### config.mk
export PLATFORM = sky130hd
export DESIGN_NAME = alarm_controller
export DESIGN_NICKNAME = d
export VERILOG_FILES = /design/src/rtl/alarm_controller.sv
export SDC_FILE = /design/constraint.sdc
export NUM_CORES = 1
export LEC_CHECK = 0
export CAP_MARGIN = 20
export CORE_MARGIN = 2
export CORE_UTILIZATION = 55
export DETAILED_ROUTE_END_ITERATION = 10
export GPL_TIMING_DRIVEN = 0
export PLACE_DENSITY = 0.83
export SETUP_SLACK_MARGIN = 0.15
export SLEW_MARGIN = 20
export SYNTH_ARGS = -nofsm -noshare
export SYNTH_HDL_FRONTEND = slang
export SYNTH_SLANG_ARGS = --single-unit
### constraint.sdc
create_clock -name i_clock_24 -period 4 [get_ports i_clock_24]
set_input_delay 0.8 -clock i_clock_24 [delete_from_list [all_inputs] [get_ports i_clock_24]]
set_output_delay 0.8 -clock i_clock_24 [all_outputs]
set_load 0.05 [all_outputs]
### src/rtl/alarm_controller.sv
// rtl/alarm_controller.sv - alarm scheduler for the 24-hour timekeeper
//
// Holds an alarm time, compares it with the running time and sequences
// disarmed / armed / ringing / snooze, driving a 1 s on / 1 s off buzzer.
//
// Ports:
//   i_clock_24        system clock, all logic on posedge
//   i_reset           synchronous active-high reset
//   i_tick_1hz        one-cycle pulse per second from the timekeeper
//   i_hours/minutes/seconds   current time (0-23 / 0-59 / 0-59)
//   i_set_hour_inc    pulse: alarm hour +1 (wraps 23->0)
//   i_set_minute_inc  pulse: alarm minute +1 (wraps 59->0, no carry)
//   i_arm_toggle      pulse: toggle armed/disarmed
//   i_snooze          pulse: snooze a ringing alarm
//   i_dismiss         pulse: stop ringing/snooze, stay armed
//   o_alarm_hours/minutes     stored alarm time
//   o_armed           1 in every state except disarmed
//   o_ringing         1 only while ringing
//   o_snooze_active   1 only while snoozing
//   o_buzzer          buzzer enable
module alarm_controller #(
  parameter int SNOOZE_SECS       = 300,
  parameter int RING_TIMEOUT_SECS = 600
) (
  input  logic       i_clock_24,
  input  logic       i_reset,
  input  logic       i_tick_1hz,
  input  logic [4:0] i_hours,
  input  logic [5:0] i_minutes,
  input  logic [5:0] i_seconds,
  input  logic       i_set_hour_inc,
  input  logic       i_set_minute_inc,
  input  logic       i_arm_toggle,
  input  logic       i_snooze,
  input  logic       i_dismiss,
  output logic [4:0] o_alarm_hours,
  output logic [5:0] o_alarm_minutes,
  output logic       o_armed,
  output logic       o_ringing,
  output logic       o_snooze_active,
  output logic       o_buzzer
);

  localparam logic [11:0] SNOOZE_LOAD = 12'(SNOOZE_SECS);
  localparam logic [11:0] RING_LAST   = 12'(RING_TIMEOUT_SECS - 1);

  typedef enum logic [1:0] {
    ST_DISARMED = 2'd0,
    ST_ARMED    = 2'd1,
    ST_RINGING  = 2'd2,
    ST_SNOOZE   = 2'd3
  } state_t;

  state_t      r_state;
  logic [4:0]  r_alarm_hours;
  logic [5:0]  r_alarm_minutes;
  logic [11:0] r_ring_cnt;
  logic [11:0] r_snooze_cnt;
  logic        r_match_prev;
  logic        r_armed;
  logic        r_ringing;
  logic        r_snooze_active;
  logic        r_buzzer;

  state_t      w_next_state;
  logic [4:0]  w_next_alarm_hours;
  logic [5:0]  w_next_alarm_minutes;
  logic [11:0] w_next_ring_cnt;
  logic [11:0] w_next_snooze_cnt;
  logic        w_next_match_prev;
  logic        w_match;
  logic        w_trigger;
  logic        w_edit_ok;

  always_comb begin
    w_next_state         = r_state;
    w_next_alarm_hours   = r_alarm_hours;
    w_next_alarm_minutes = r_alarm_minutes;
    w_next_ring_cnt      = r_ring_cnt;
    w_next_snooze_cnt    = r_snooze_cnt;

    w_match   = (i_hours == r_alarm_hours) && (i_minutes == r_alarm_minutes) &&
                (i_seconds == 6'd0);
    w_trigger = w_match && !r_match_prev;
    w_edit_ok = (r_state == ST_DISARMED) || (r_state == ST_ARMED);

    if (w_edit_ok && i_set_hour_inc) begin
      w_next_alarm_hours = (r_alarm_hours == 5'd23) ? 5'd0 : r_alarm_hours + 5'd1;
    end
    if (w_edit_ok && i_set_minute_inc) begin
      w_next_alarm_minutes = (r_alarm_minutes == 6'd59) ? 6'd0 : r_alarm_minutes + 6'd1;
    end

    // An accepted edit pretends the match was already true, so moving the
    // alarm onto the current time cannot fire it.
    w_next_match_prev = (w_edit_ok && (i_set_hour_inc || i_set_minute_inc)) ? 1'b1 : w_match;

    case (r_state)
      ST_DISARMED: begin
        if (i_arm_toggle) w_next_state = ST_ARMED;
      end
      ST_ARMED: begin
        if (i_arm_toggle) begin
          w_next_state = ST_DISARMED;
        end else if (w_trigger) begin
          w_next_state    = ST_RINGING;
          w_next_ring_cnt = 12'd0;
        end
      end
      ST_RINGING: begin
        if (i_arm_toggle) begin
          w_next_state = ST_DISARMED;
        end else if (i_dismiss) begin
          w_next_state = ST_ARMED;
        end else if (i_snooze) begin
          w_next_state      = ST_SNOOZE;
          w_next_snooze_cnt = SNOOZE_LOAD;
        end else if (i_tick_1hz) begin
          if (r_ring_cnt == RING_LAST) w_next_state = ST_ARMED;
          else w_next_ring_cnt = r_ring_cnt + 12'd1;
        end
      end
      ST_SNOOZE: begin
        if (i_arm_toggle) begin
          w_next_state = ST_DISARMED;
        end else if (i_dismiss) begin
          w_next_state = ST_ARMED;
        end else if (i_tick_1hz) begin
          if (r_snooze_cnt == 12'd1) begin
            w_next_state    = ST_RINGING;
            w_next_ring_cnt = 12'd0;
          end else begin
            w_next_snooze_cnt = r_snooze_cnt - 12'd1;
          end
        end
      end
      default: w_next_state = ST_DISARMED;
    endcase
  end

  always_ff @(posedge i_clock_24) begin
    if (i_reset) begin
      r_state         <= ST_DISARMED;
      r_alarm_hours   <= 5'd0;
      r_alarm_minutes <= 6'd0;
      r_ring_cnt      <= 12'd0;
      r_snooze_cnt    <= 12'd0;
      r_match_prev    <= 1'b1;
      r_armed         <= 1'b0;
      r_ringing       <= 1'b0;
      r_snooze_active <= 1'b0;
      r_buzzer        <= 1'b0;
    end else begin
      r_state         <= w_next_state;
      r_alarm_hours   <= w_next_alarm_hours;
      r_alarm_minutes <= w_next_alarm_minutes;
      r_ring_cnt      <= w_next_ring_cnt;
      r_snooze_cnt    <= w_next_snooze_cnt;
      r_match_prev    <= w_next_match_prev;
      // Status flags decode the next state so they line up with it exactly.
      r_armed         <= (w_next_state != ST_DISARMED);
      r_ringing       <= (w_next_state == ST_RINGING);
      r_snooze_active <= (w_next_state == ST_SNOOZE);
      r_buzzer        <= (w_next_state == ST_RINGING) && !w_next_ring_cnt[0];
    end
  end

  assign o_alarm_hours   = r_alarm_hours;
  assign o_alarm_minutes = r_alarm_minutes;
  assign o_armed         = r_armed;
  assign o_ringing       = r_ringing;
  assign o_snooze_active = r_snooze_active;
  assign o_buzzer        = r_buzzer;

endmodule

==> results of run 1 <==
-- cells by family (layout without fill, tap and decap cells) --
group	count (synthesis)	in the layout
AND/OR/NAND/NOR	117	117
AO/OA/AOI/OAI	42	42
buffers and inverters	19	64
flip-flops	42	42
multiplexers	2	2
adder cells (fa/ha/maj)	5	5
XOR/XNOR	31	31
-- state kept, by name, indices dropped and copies added, names as in the netlist --
name	flops
r_state	2
o_snooze_active	1
r_ring_cnt	12
r_match_prev	1
o_ringing	1
o_armed	1
r_snooze_cnt	12
o_alarm_minutes	6
o_alarm_hours	5
o_buzzer	1
-- through the flow --
stage | util | setup slack, ns | hold slack, ns
3_3_place_gp | 0.6738 | 0.9142 | 0.4719
5_1_grt | 0.7007 | 0.9509 | 0.5271
4_1_cts | 0.7007 | 1.168 | 0.4973
3_5_place_dp | 0.6738 | 0.8808 | 0.4845
2_1_floorplan | - | 1.573 | 0.4517
6_report | 0.7007 | 1.165 | 0.4998
-- cells in the final DEF (no fill, tap or decap), types with 8 or more instances in the layout --
cell | Yosys | routed
sky130_fd_sc_hd__clkdlybuf4s50_1 | 0 | 37
sky130_fd_sc_hd__a21oi_1 | 18 | 18
sky130_fd_sc_hd__a311oi_1 | 10 | 10
sky130_fd_sc_hd__nor2_1 | 29 | 29
sky130_fd_sc_hd__clkbuf_1 | 7 | 9
sky130_fd_sc_hd__nand2b_1 | 11 | 11
sky130_fd_sc_hd__nand3_1 | 10 | 10
sky130_fd_sc_hd__nand2_1 | 17 | 17
sky130_fd_sc_hd__inv_1 | 8 | 8
sky130_fd_sc_hd__dfxtp_1 | 42 | 42
sky130_fd_sc_hd__xor2_1 | 16 | 16
sky130_fd_sc_hd__xnor2_1 | 15 | 15
-- worst paths after layout --
check                           slack [ns]            from             end
worst max-delay path                  1.16       i_dismiss   r_ring_cnt[7]
worst min-delay path                  0.50  r_ring_cnt[11]  r_ring_cnt[11]
worst max register to register        1.67   r_ring_cnt[0]   r_ring_cnt[7]
worst min register to register        0.50  r_ring_cnt[11]  r_ring_cnt[11]
-- worst max-delay path, stage by stage --
cell	delay [ns]
sky130_fd_sc_hd__clkdlybuf4s50_1	0.46
sky130_fd_sc_hd__nand2b_1	0.22
sky130_fd_sc_hd__or3_1	0.40
sky130_fd_sc_hd__nor4_2	0.28
sky130_fd_sc_hd__buf_2	0.28
sky130_fd_sc_hd__buf_2	0.25
sky130_fd_sc_hd__nand2_1	0.07
sky130_fd_sc_hd__a311oi_1	0.27
-- power groups by stage --
stage	Sequential (µW)	Clock (µW)	Combinational, µW
final	434	331	103
after global routing	436	352	110
after CTS	434	337	104
after detailed placement	444	0	103
after global placement	444	0	101
after floorplan	460	0	41.6
-- layer usage --
metal	track usage	routed length (µm)	vias to the layer above
met4	0.08418	49	0
met2	0.3946	2343	51
li1	-	-	1011
met5	0	0	-
met3	0.06833	275	5
met1	0.2812	2229	930
-- synth_stat cells (4+ instances only) --
cell and count:
sky130_fd_sc_hd__nand3_1 10, sky130_fd_sc_hd__nand4_1 5, sky130_fd_sc_hd__nor2b_1 4, sky130_fd_sc_hd__dfxtp_1 42
sky130_fd_sc_hd__nand2_1 17, sky130_fd_sc_hd__and3_1 5, sky130_fd_sc_hd__nor3_1 5, sky130_fd_sc_hd__a311oi_1 10
sky130_fd_sc_hd__xnor2_1 15, sky130_fd_sc_hd__nor2_1 29, sky130_fd_sc_hd__clkbuf_1 7, sky130_fd_sc_hd__nand2b_1 11
sky130_fd_sc_hd__nand3b_1 5, sky130_fd_sc_hd__xor2_1 16, sky130_fd_sc_hd__inv_1 8, sky130_fd_sc_hd__ha_1 5
sky130_fd_sc_hd__o21ai_0 4, sky130_fd_sc_hd__a21oi_1 18, sky130_fd_sc_hd__nor4_1 5
-- area by class of cell --
| cell class | instances | area, µm² |
|---|---|---|
| multi-input cells | 197 | 1308 |
| clock inverters | 1 | 30.03 |
| flip-flops and latches | 42 | 840.8 |
| well taps | 50 | 62.56 |
| inverters | 8 | 30.03 |
| fillers | 322 | 1180 |
| plain buffers | 11 | 45.04 |
| clock buffers | 7 | 76.32 |
| repair buffers | 37 | 370.4 |
==> results.rst, run 1 <==
.. list-table::
   :header-rows: 1

   * - Metric
     - Value
   * - Count of unresolved DRC violations after routing
     - 0
   * - Root Buffer Master
     - sky130_fd_sc_hd__clkbuf_8
   * - Clk sink count
     - 42
   * - Via count
     - about 2k
   * - Resize count post-CTS
     - 0
   * - Dominant combinational cell family by area after synthesis
     - simple AND/OR/NAND/NOR gates
   * - Number of setup buffers added after CTS
     - 0
   * - Unique masters post-synth
     - 43
   * - Cell area power density
     - 314.3 nW/µm²
   * - Drt total wl
     - between 4 and 5 mm
   * - Final critical-path share of the clock period
     - 0.7088
   * - Detailed-route wire length per cell
     - around 14 µm
   * - Initial core utilization
     - 0.5639
   * - Max VDD drop
     - about 230 µV
   * - Reported max-cap violation count
     - 0
   * - Top cell type's share of synthesized area
     - 0.3782
   * - Final setup fails
     - 0
   * - Number of global-route vias before repair
     - about 1.9k
   * - Number of synthesized flops with an enable pin
     - 0
   * - Worst max-slew margin expressed relative to the limit
     - 0.4396
   * - Number of placement rows
     - 23
   * - Switching share of power
     - 0.2391
   * - Area share of and/or/nand/nor cells after synthesis
     - 0.2977
   * - Critical Path Fanout Max
     - 10
   * - Cell area after layout
     - approximately 2800 µm²
   * - Placed cells
     - approximately 350
   * - Share of layout cells above drive strength 1
     - 0.04950
   * - Worst hold-check path type
     - flip-flop to flip-flop
   * - Die Y-Extent
     - roughly 68 µm
   * - Synthesized-area fraction occupied by ao, oa, aoi and oai cells
     - 0.1311
   * - Post-Syn Area
     - 2223 µm²
   * - Result of the run
     - completed
   * - Remaining number of nets flagged by the antenna check after routing
     - 0
   * - Leading area contributor after synthesis
     - sky130_fd_sc_hd__dfxtp_1
   * - IO Pins
     - 40
   * - Most area-consuming cells after synthesis
     - sky130_fd_sc_hd__dfxtp_1 38%, sky130_fd_sc_hd__xor2_1 6.3%, sky130_fd_sc_hd__xnor2_1 5.9%, sky130_fd_sc_hd__nor2_1 4.9%, sky130_fd_sc_hd__a21oi_1 4.1%
   * - Post-synthesis average cell area
     - around 8.6 µm²
   * - Max Clock Skew
     - 0.009352 ns
   * - Clock slew at reported path FFs
     - around 0.080 ns
   * - Post-DP HPWL
     - around 3.5 mm
   * - Leftover overflow at the end of global routing
     - 0
   * - Overall power
     - just under 900 µW
   * - Synthesized netlist net count
     - around 290
   * - Share of synthesized area spent on multiplexers
     - 0.009004
   * - DRC violation total after the first TritonRoute iteration
     - slightly below 90
   * - Worst-Margin Slew
     - 0.8297 ns
   * - Fin. Hold Viols
     - 0
   * - Proportion of power drawn by combinational gates
     - 0.119
   * - Ant diodes
     - 0
   * - Final count of pins violating max slew
     - 0
   * - Kind of launch point of the worst setup path
     - input port
   * - Count of non-filler cells in the finished layout
     - roughly 350
   * - Post-synthesis instance total
     - 258
   * - Syn-to-layout area delta
     - 24.25%
   * - Worst hold path depth
     - 1
   * - Maximum clock frequency
     - about 0.35 GHz
   * - Crit path arrival time
     - around 3.0 ns
   * - Total Routing Usage GR
     - 0.2341
   * - Portion of total power attributed to the clock network
     - 0.381
   * - Global-route wire length before repair
     - between 8 and 9 mm
   * - TNS Setup
     - 0 ns
   * - Dominant register cell in the synthesized netlist
     - sky130_fd_sc_hd__dfxtp_1
   * - Sequential element share of the synthesized area
     - 0.3782
   * - CTS tree
     - built
   * - Initial antenna violation count
     - 0
   * - Total CTS buffers
     - 5
   * - Maximum number of pins on one net before global-route repair
     - 13
   * - Number of synthesized register bits
     - 42
   * - Maximum clock insertion buffer count
     - 2
   * - Post-place instance area
     - ~2700 µm²
   * - Post-synthesis share of cell area spent on full adders, half adders and majority gates
     - 0.02814
   * - Placeable core region
     - between 3000 and 4000 µm²
   * - Kind of capture point of the worst setup path
     - flip-flop
   * - Xor-xnor portion of the synthesized cell area
     - 0.1221
   * - Initial DRT Pass Iterations
     - 5
   * - Internal power
     - around 660 µW
   * - Width of the die
     - approximately 68 µm
   * - Data required time at the worst endpoint
     - 4.20 ns
   * - Final period demand of the worst path
     - approximately 2.8 ns
   * - Total of buffers placed on input and output ports
     - 37
   * - Sequential share of power
     - 0.500
   * - Final-stage net count
     - between 300 and 400
   * - Synth warn
     - 0
   * - Clock Latency Late Sink
     - approximately 0.3 ns
   * - DIE AREA
     - about 4600 µm²
   * - FF-to-FF path depth
     - 8
   * - Type of the worst setup path
     - input port to flip-flop
   * - Setup repair after global routing missed its margin
     - no
   * - Maximum level of the CTS H-tree
     - 2
   * - Async SR Flop Fraction
     - 0
   * - Vias per cell
     - between 5 and 6
   * - GP Congestion
     - 0.8399
   * - Switching power
     - between 200 and 250 µW
   * - Quantity of hold-fixing buffers added after cts
     - 0
   * - LEAKAGE
     - between 0.0009 and 0.001 µW
(Power assumes the default switching activity.)
==> run 2: changes to the inputs <==
CORE_UTILIZATION = 47   (was 55)
PLACE_DENSITY = 0.76   (was 0.83)
clock period = 2.4 ns   (was 4 ns; I/O delays follow)
==> results.rst, run 2 (synthesis results as in run 1) <==
.. list-table::
   :header-rows: 1

   * - Metric
     - Value
   * - Crit path arrival time
     - 2.28 ns (-0.76 ns)
   * - Slowest stage cell on the critical path
     - sky130_fd_sc_hd__clkdlybuf4s50_1
   * - Reg2Reg Launch Point
     - r_ring_cnt[0]
   * - Worst stage delay on the critical path
     - 0.42 ns (-0.04 ns)
   * - LEAKAGE
     - 0.001053 µW (+12%)
   * - Setup slack, reg-to-reg
     - 0.30 ns (-1.37 ns)
   * - Ant diodes
     - 0 (unchanged)
   * - Family with the most delay on the worst path
     - simple AND/OR/NAND/NOR gates
   * - FF-to-FF path depth
     - 7 (-1)
   * - Data required time at the worst endpoint
     - 2.56 ns (-1.64 ns)
   * - Max VDD drop
     - 313.4 µV (+39%)
   * - Via count
     - 2063 (+3.3%)
   * - Total of buffers placed on input and output ports
     - 37 (unchanged)
   * - Number of global-route vias before repair
     - 1929 (+2.2%)
   * - TNS Setup
     - 0 ns (unchanged)
   * - Post-Place Setup Slack
     - -0.4340 ns (-1.315 ns)
   * - Most used cells in the layout excluding fill and tap cells
     - 41 x sky130_fd_sc_hd__dfxtp_1, 35 x sky130_fd_sc_hd__clkdlybuf4s50_1, 29 x sky130_fd_sc_hd__nor2_1, 18 x sky130_fd_sc_hd__a21oi_1, 17 x sky130_fd_sc_hd__nand2_1
   * - Total CTS buffers
     - 5 (unchanged)
   * - CTS tree
     - built
   * - Quantity of hold-fixing buffers added after cts
     - 0 (unchanged)
   * - Clk sink count
     - 42 (unchanged)
   * - Final-stage net count
     - 342 (+3.0%)
   * - Reported max-cap violation count
     - 0 (unchanged)
   * - Worst max-slew margin expressed relative to the limit
     - 0.5899 (+0.1503)
   * - Startpoint of the lowest-slack hold path
     - r_ring_cnt[1]
   * - Final setup fails
     - 0 (unchanged)
   * - Global-route wire length before repair
     - 8.452 mm (+3.8%)
   * - Total Routing Usage GR
     - 0.2040 (-0.03014)
   * - Cell area power density
     - 497.3 nW/µm² (+58%)
   * - Vias per cell
     - 5.637 (-0.36%)
   * - Maximum clock frequency
     - between 0.4 and 0.5 GHz
   * - Initial core utilization
     - 0.4803 (-0.08368)
   * - Final worst setup slack
     - 0.2825 ns (-0.8822 ns)
   * - DIE AREA
     - 5297 µm² (+16%)
   * - Detailed-route wire length per cell
     - 14.31 µm (+3.2%)
   * - Worst hold-check path type
     - flip-flop to flip-flop
   * - Worst hold path depth
     - 2 (+1)
   * - Die Y-Extent
     - 72.78 µm (+7.7%)
   * - Max Clock Skew
     - 0.008596 ns (-0.0007561 ns)
   * - Critical Path Fanout Max
     - 10 (unchanged)
   * - Initial antenna violation count
     - 0 (unchanged)
   * - Share of layout cells above drive strength 1
     - 0.1250 (+0.07550)
   * - RR Endpoint
     - r_ring_cnt[8]
   * - Overall power
     - 1477 µW (+70%)
   * - Maximum level of the CTS H-tree
     - 2 (unchanged)
   * - Drt total wl
     - 5.239 mm (+7.0%)
   * - Initial DRT Pass Iterations
     - 4 (-1)
   * - Count of unresolved DRC violations after routing
     - 0 (unchanged)
   * - Remaining number of nets flagged by the antenna check after routing
     - 0 (unchanged)
   * - Post-DP HPWL
     - 3.534 mm (-0.14%)
   * - Kind of launch point of the worst setup path
     - input port
   * - IO Pins
     - 40 (unchanged)
   * - Leftover overflow at the end of global routing
     - 0 (unchanged)
   * - Result of the run
     - completed
   * - Type of the worst setup path
     - input port to flip-flop
   * - Min-Delay Endpoint
     - r_ring_cnt[1]
   * - Cell area after layout
     - 2970 µm² (+7.5%)
   * - Clock slew at reported path FFs
     - 0.08 ns (about the same)
   * - Placeable core region
     - 4629 µm² (+17%)
   * - Syn-to-layout area delta
     - 33.60%
   * - Setup repair after global routing missed its margin
     - yes
   * - Most common cell after layout, fill and taps aside
     - sky130_fd_sc_hd__dfxtp_1
   * - Number of buffer and inverter stages on the critical path
     - 2 (-1)
   * - Final critical-path share of the clock period
     - 0.8823
   * - Root Buffer Master
     - sky130_fd_sc_hd__clkbuf_8
   * - Post-place instance area
     - 2661 µm² (+0.19%)
   * - Kind of capture point of the worst setup path
     - flip-flop
   * - DRC violation total after the first TritonRoute iteration
     - 105 (+18%)
   * - Sequence of cells on the critical path
     - clkdlybuf4s50_1 > nor4_2 > nand3_1 > nor4_4 > o221a_2 > buf_2 > a311oi_1
   * - Maximum clock insertion buffer count
     - 2 (unchanged)
   * - Number of placement rows
     - 25 (+8.7%)
   * - Fin. Hold Viols
     - 0 (unchanged)
   * - Clock Latency Late Sink
     - 0.29 ns (about the same)
   * - Maximum number of pins on one net before global-route repair
     - 13 (unchanged)
   * - Width of the die
     - 72.78 µm (+7.7%)
   * - GP Congestion
     - 0.8883 (+5.8%)
   * - Final count of pins violating max slew
     - 0 (unchanged)
   * - Final period demand of the worst path
     - 2.117 ns
   * - Worst-Margin Slew
     - 0.6104 ns (-0.2193 ns)
## run 2: how the worst max path moves through the flow
stage / from / to / slack [ns] / depth (start not counted)
finish: i_seconds[0] / r_ring_cnt[8] / 0.28 / 7
CTS: r_ring_cnt[0] / r_ring_cnt[8] / 0.15 / 7
detailed placement: i_seconds[0] / r_ring_cnt[11] / -0.43 / 7
global route: r_ring_cnt[0] / r_ring_cnt[8] / 0.13 / 7
global placement: i_dismiss / r_ring_cnt[11] / -0.42 / 8
floorplan: o_alarm_minutes[2] / r_ring_cnt[10] / 0.27 / 6
## run 2: metal layers
metal | vias up | track usage | wire length (µm) | share of wire
met2 | 42 | 0.3434 | 2632 | 0.50
met5 | - | 0 | 0 | 0
met1 | 985 | 0.2478 | 2285 | 0.44
li1 | 1029 | - | - | -
met3 | 7 | 0.05801 | 241 | 0.046
met4 | 0 | 0.07407 | 80 | 0.015
## run 2: layout make-up
cell class | instances | area [µm²]
fill | 404 | 1659
sequential | 42 | 842.1
clock inverter | 1 | 30.03
buffer | 11 | 53.80
timing repair buffer | 47 | 450.4
clock buffer | 6 | 82.58
tap | 54 | 67.56
inverter | 8 | 30.03
multi-input combinational | 197 | 1414
## run 2: through the flow
step	std cells	hold WS, ns	util
final	366	0.4885	0.6416
after global routing	366	0.5412	0.6416
after CTS	360	0.4933	0.6195
after detailed placement	349	0.4788	0.5749
after global placement	349	0.4691	0.5749
after floorplan	258	0.4517	-
## run 2: repair_timing
action	4_1_cts	5_1_grt
setup endpoints to repair	29	27
gates resized for setup	11	12
setup buffers	4	6
pin swaps	1	5
cloned	0	0
hold endpoints to repair	0	0
## run 2: power breakdown
| part | switching (µW) | internal, µW | total, µW |
|---|---|---|---|
| Clock | 242 | 333 | 575 |
| Sequential | 15.3 | 709 | 724 |
| Combinational | 94.5 | 83.3 | 178 |
## run 2: worst register-to-register path, stage by stage (launching register included)
cell and delay (ns):
sky130_fd_sc_hd__dfxtp_2 0.39, sky130_fd_sc_hd__ha_1 0.21, sky130_fd_sc_hd__nor4bb_4 0.29, sky130_fd_sc_hd__and4_4 0.28, sky130_fd_sc_hd__nor3_2 0.06, sky130_fd_sc_hd__o221a_2 0.30, sky130_fd_sc_hd__buf_2 0.19, sky130_fd_sc_hd__a311oi_1 0.28
==> run 3: changes to the inputs <==
GPL_TIMING_DRIVEN = default   (was 0)
==> results.rst, run 3 (synthesis results as in run 1) <==
.. list-table::
   :header-rows: 1

   * - Metric
     - Value
   * - Total of buffers placed on input and output ports
     - 39 (+5.4%)
   * - Post-DP HPWL
     - 3.510 mm (-0.68%)
   * - Setup slack, reg-to-reg
     - 0.35 ns (+0.05 ns)
   * - Clock Latency Late Sink
     - 0.30 ns (about the same)
   * - Drt total wl
     - 4.769 mm (-9.0%)
   * - Clk sink count
     - 42 (unchanged)
   * - Worst hold slack across all endpoints
     - 0.4918 ns (+0.003232 ns)
   * - Worst-Margin Slew
     - 0.5605 ns (-0.04987 ns)
   * - Max Clock Skew
     - 0.01071 ns (+0.002117 ns)
   * - Most used cells in the layout excluding fill and tap cells
     - 41 x sky130_fd_sc_hd__dfxtp_1, 39 x sky130_fd_sc_hd__clkdlybuf4s50_1, 29 x sky130_fd_sc_hd__nor2_1, 18 x sky130_fd_sc_hd__a21oi_1, 18 x sky130_fd_sc_hd__buf_4
   * - Share of layout cells above drive strength 1
     - 0.1186 (-0.006410)
   * - Family with the most delay on the worst path
     - buffers and inverters
   * - Final worst setup slack
     - 0.2998 ns (+0.01728 ns)
   * - Finished Core Util
     - 0.6238 (-0.01784)
   * - Final critical-path share of the clock period
     - 0.8751 (-0.007199)
   * - Kind of launch point of the worst setup path
     - flip-flop
   * - Final setup fails
     - 0 (unchanged)
   * - Final-stage net count
     - 341 (-0.29%)
   * - Maximum clock insertion buffer count
     - 2 (unchanged)
   * - Placeable core region
     - 4629 µm² (unchanged)
   * - Ant diodes
     - 0 (unchanged)
   * - Initial DRT Pass Iterations
     - 4 (unchanged)
   * - Sequence of cells on the critical path
     - clkdlybuf4s50_1
   * - Root Buffer Master
     - sky130_fd_sc_hd__clkbuf_8
   * - Worst hold-check path type
     - flip-flop to flip-flop
   * - Result of the run
     - completed
   * - Fin. Hold Viols
     - 0 (unchanged)
   * - DRC violation total after the first TritonRoute iteration
     - 68 (-35%)
   * - Number of buffer and inverter stages on the critical path
     - 1 (-1)
   * - Placed cells
     - 356 (+2.0%)
   * - GP Congestion
     - 0.7796 (-12%)
   * - Maximum number of pins on one net before global-route repair
     - 22 (+9)
   * - DIE AREA
     - 5297 µm² (unchanged)
   * - LEAKAGE
     - 0.001013 µW (-3.8%)
   * - TNS Setup
     - 0 ns (unchanged)
   * - Leftover overflow at the end of global routing
     - 0 (unchanged)
   * - Via count
     - 2033 (-1.5%)
   * - Most common cell after layout, fill and taps aside
     - sky130_fd_sc_hd__dfxtp_1
   * - Syn-to-layout area delta
     - 29.88%
   * - Detailed-route wire length per cell
     - 13.03 µm (-9.0%)
   * - Initial core utilization
     - 0.4803 (unchanged)
   * - Quantity of hold-fixing buffers added after cts
     - 0 (unchanged)
   * - Initial antenna violation count
     - 0 (unchanged)
   * - Worst max-slew margin expressed relative to the limit
     - 0.6234 (+0.03350)
   * - Post-Place Setup Slack
     - -0.009846 ns (+0.4242 ns)
   * - Global-route wire length before repair
     - 8.010 mm (-5.2%)
   * - Final count of pins violating max slew
     - 0 (unchanged)
   * - Worst stage delay on the critical path
     - 0.85 ns (+0.43 ns)
   * - IO Pins
     - 40 (unchanged)
   * - Slowest stage cell on the critical path
     - sky130_fd_sc_hd__clkdlybuf4s50_1
   * - Clock slew at reported path FFs
     - 0.09 ns (about the same)
   * - Maximum level of the CTS H-tree
     - 2 (unchanged)
   * - Max VDD drop
     - 264.7 µV (-16%)
   * - Type of the worst setup path
     - flip-flop to primary output
   * - Die Y-Extent
     - 72.78 µm (unchanged)
   * - Number of placement rows
     - 25 (unchanged)
   * - CTS tree
     - built
   * - Critical Path Fanout Max
     - 6 (-4)
   * - Width of the die
     - 72.78 µm (unchanged)
   * - Maximum clock frequency
     - 0.4761 GHz (+0.82%)
   * - Setup repair after global routing missed its margin
     - no
   * - Total Routing Usage GR
     - 0.1891 (-0.01484)
   * - Final period demand of the worst path
     - 2.100 ns (-0.01728 ns)
   * - Cell area power density
     - 479.8 nW/µm² (-3.5%)
   * - Kind of capture point of the worst setup path
     - primary output
   * - Vias per cell
     - 5.555 (-1.5%)
   * - Crit path arrival time
     - 1.62 ns (-0.66 ns)
   * - Number of global-route vias before repair
     - 1875 (-2.8%)
   * - Count of unresolved DRC violations after routing
     - 0 (unchanged)
   * - Data required time at the worst endpoint
     - 1.92 ns (-0.64 ns)
   * - Reported max-cap violation count
     - 0 (unchanged)
   * - Count of non-filler cells in the finished layout
     - 366 (unchanged)
   * - Total CTS buffers
     - 5 (unchanged)
   * - Remaining number of nets flagged by the antenna check after routing
     - 0 (unchanged)
## run 3: final cells by class
class	instances	area (µm²)
inverter	8	30.03
tap	54	67.56
fill	400	1742
timing repair buffer	57	525.5
clock buffer	6	82.58
clock inverter	2	12.51
multi-input combinational	197	1328
sequential	42	842.1
## run 3: worst paths after layout
| path | startpoint | endpoint | depth (start not counted) |
|---|---|---|---|
| min | r_ring_cnt[1] | r_ring_cnt[1] | 2 |
| max reg2reg | r_snooze_cnt[7] | r_snooze_cnt[6] | 8 |
| max | o_alarm_minutes[2] | o_alarm_minutes[2] | 1 |
| min reg2reg | r_ring_cnt[1] | r_ring_cnt[1] | 2 |
## run 3: report_power, final
group          internal (µW)  switching [µW]  leakage (µW)
Sequential               709            19.0      0.000340
Clock                    231             247     0.0000472
Combinational           90.7            88.2      0.000626
Total                   1030             355       0.00101
## run 3: tightest hold or removal path: cells and delay by family (launching register included)
family,cells,cell delay (ns)
DFF,1,0.33
and+or+nand+nor,1,0.07
AOI/OAI and AO/OA,1,0.05
## run 3: layer usage
metal / vias up / wire length [µm] / GRT usage
li1: 1030 / - / -
met1: 959 / 2151 / 0.2268
met2: 35 / 2318 / 0.3162
met3: 9 / 203 / 0.04834
met4: 0 / 94 / 0.08848
met5: - / 0 / 0
## run 3: stage by stage
step           instance area [µm²]  power (µW)
6_report                      2888        1386
3_3_place_gp                  2756       917.5
5_1_grt                       2888        1439
2_1_floorplan                 2223       836.5
3_5_place_dp                  2756       920.2
4_1_cts                       2851        1393
## run 3: what timing repair did
action | CTS | global route
gates resized for setup | 0 | 5
buffers inserted | 0 | 2
setup endpoints to repair | 0 | 13
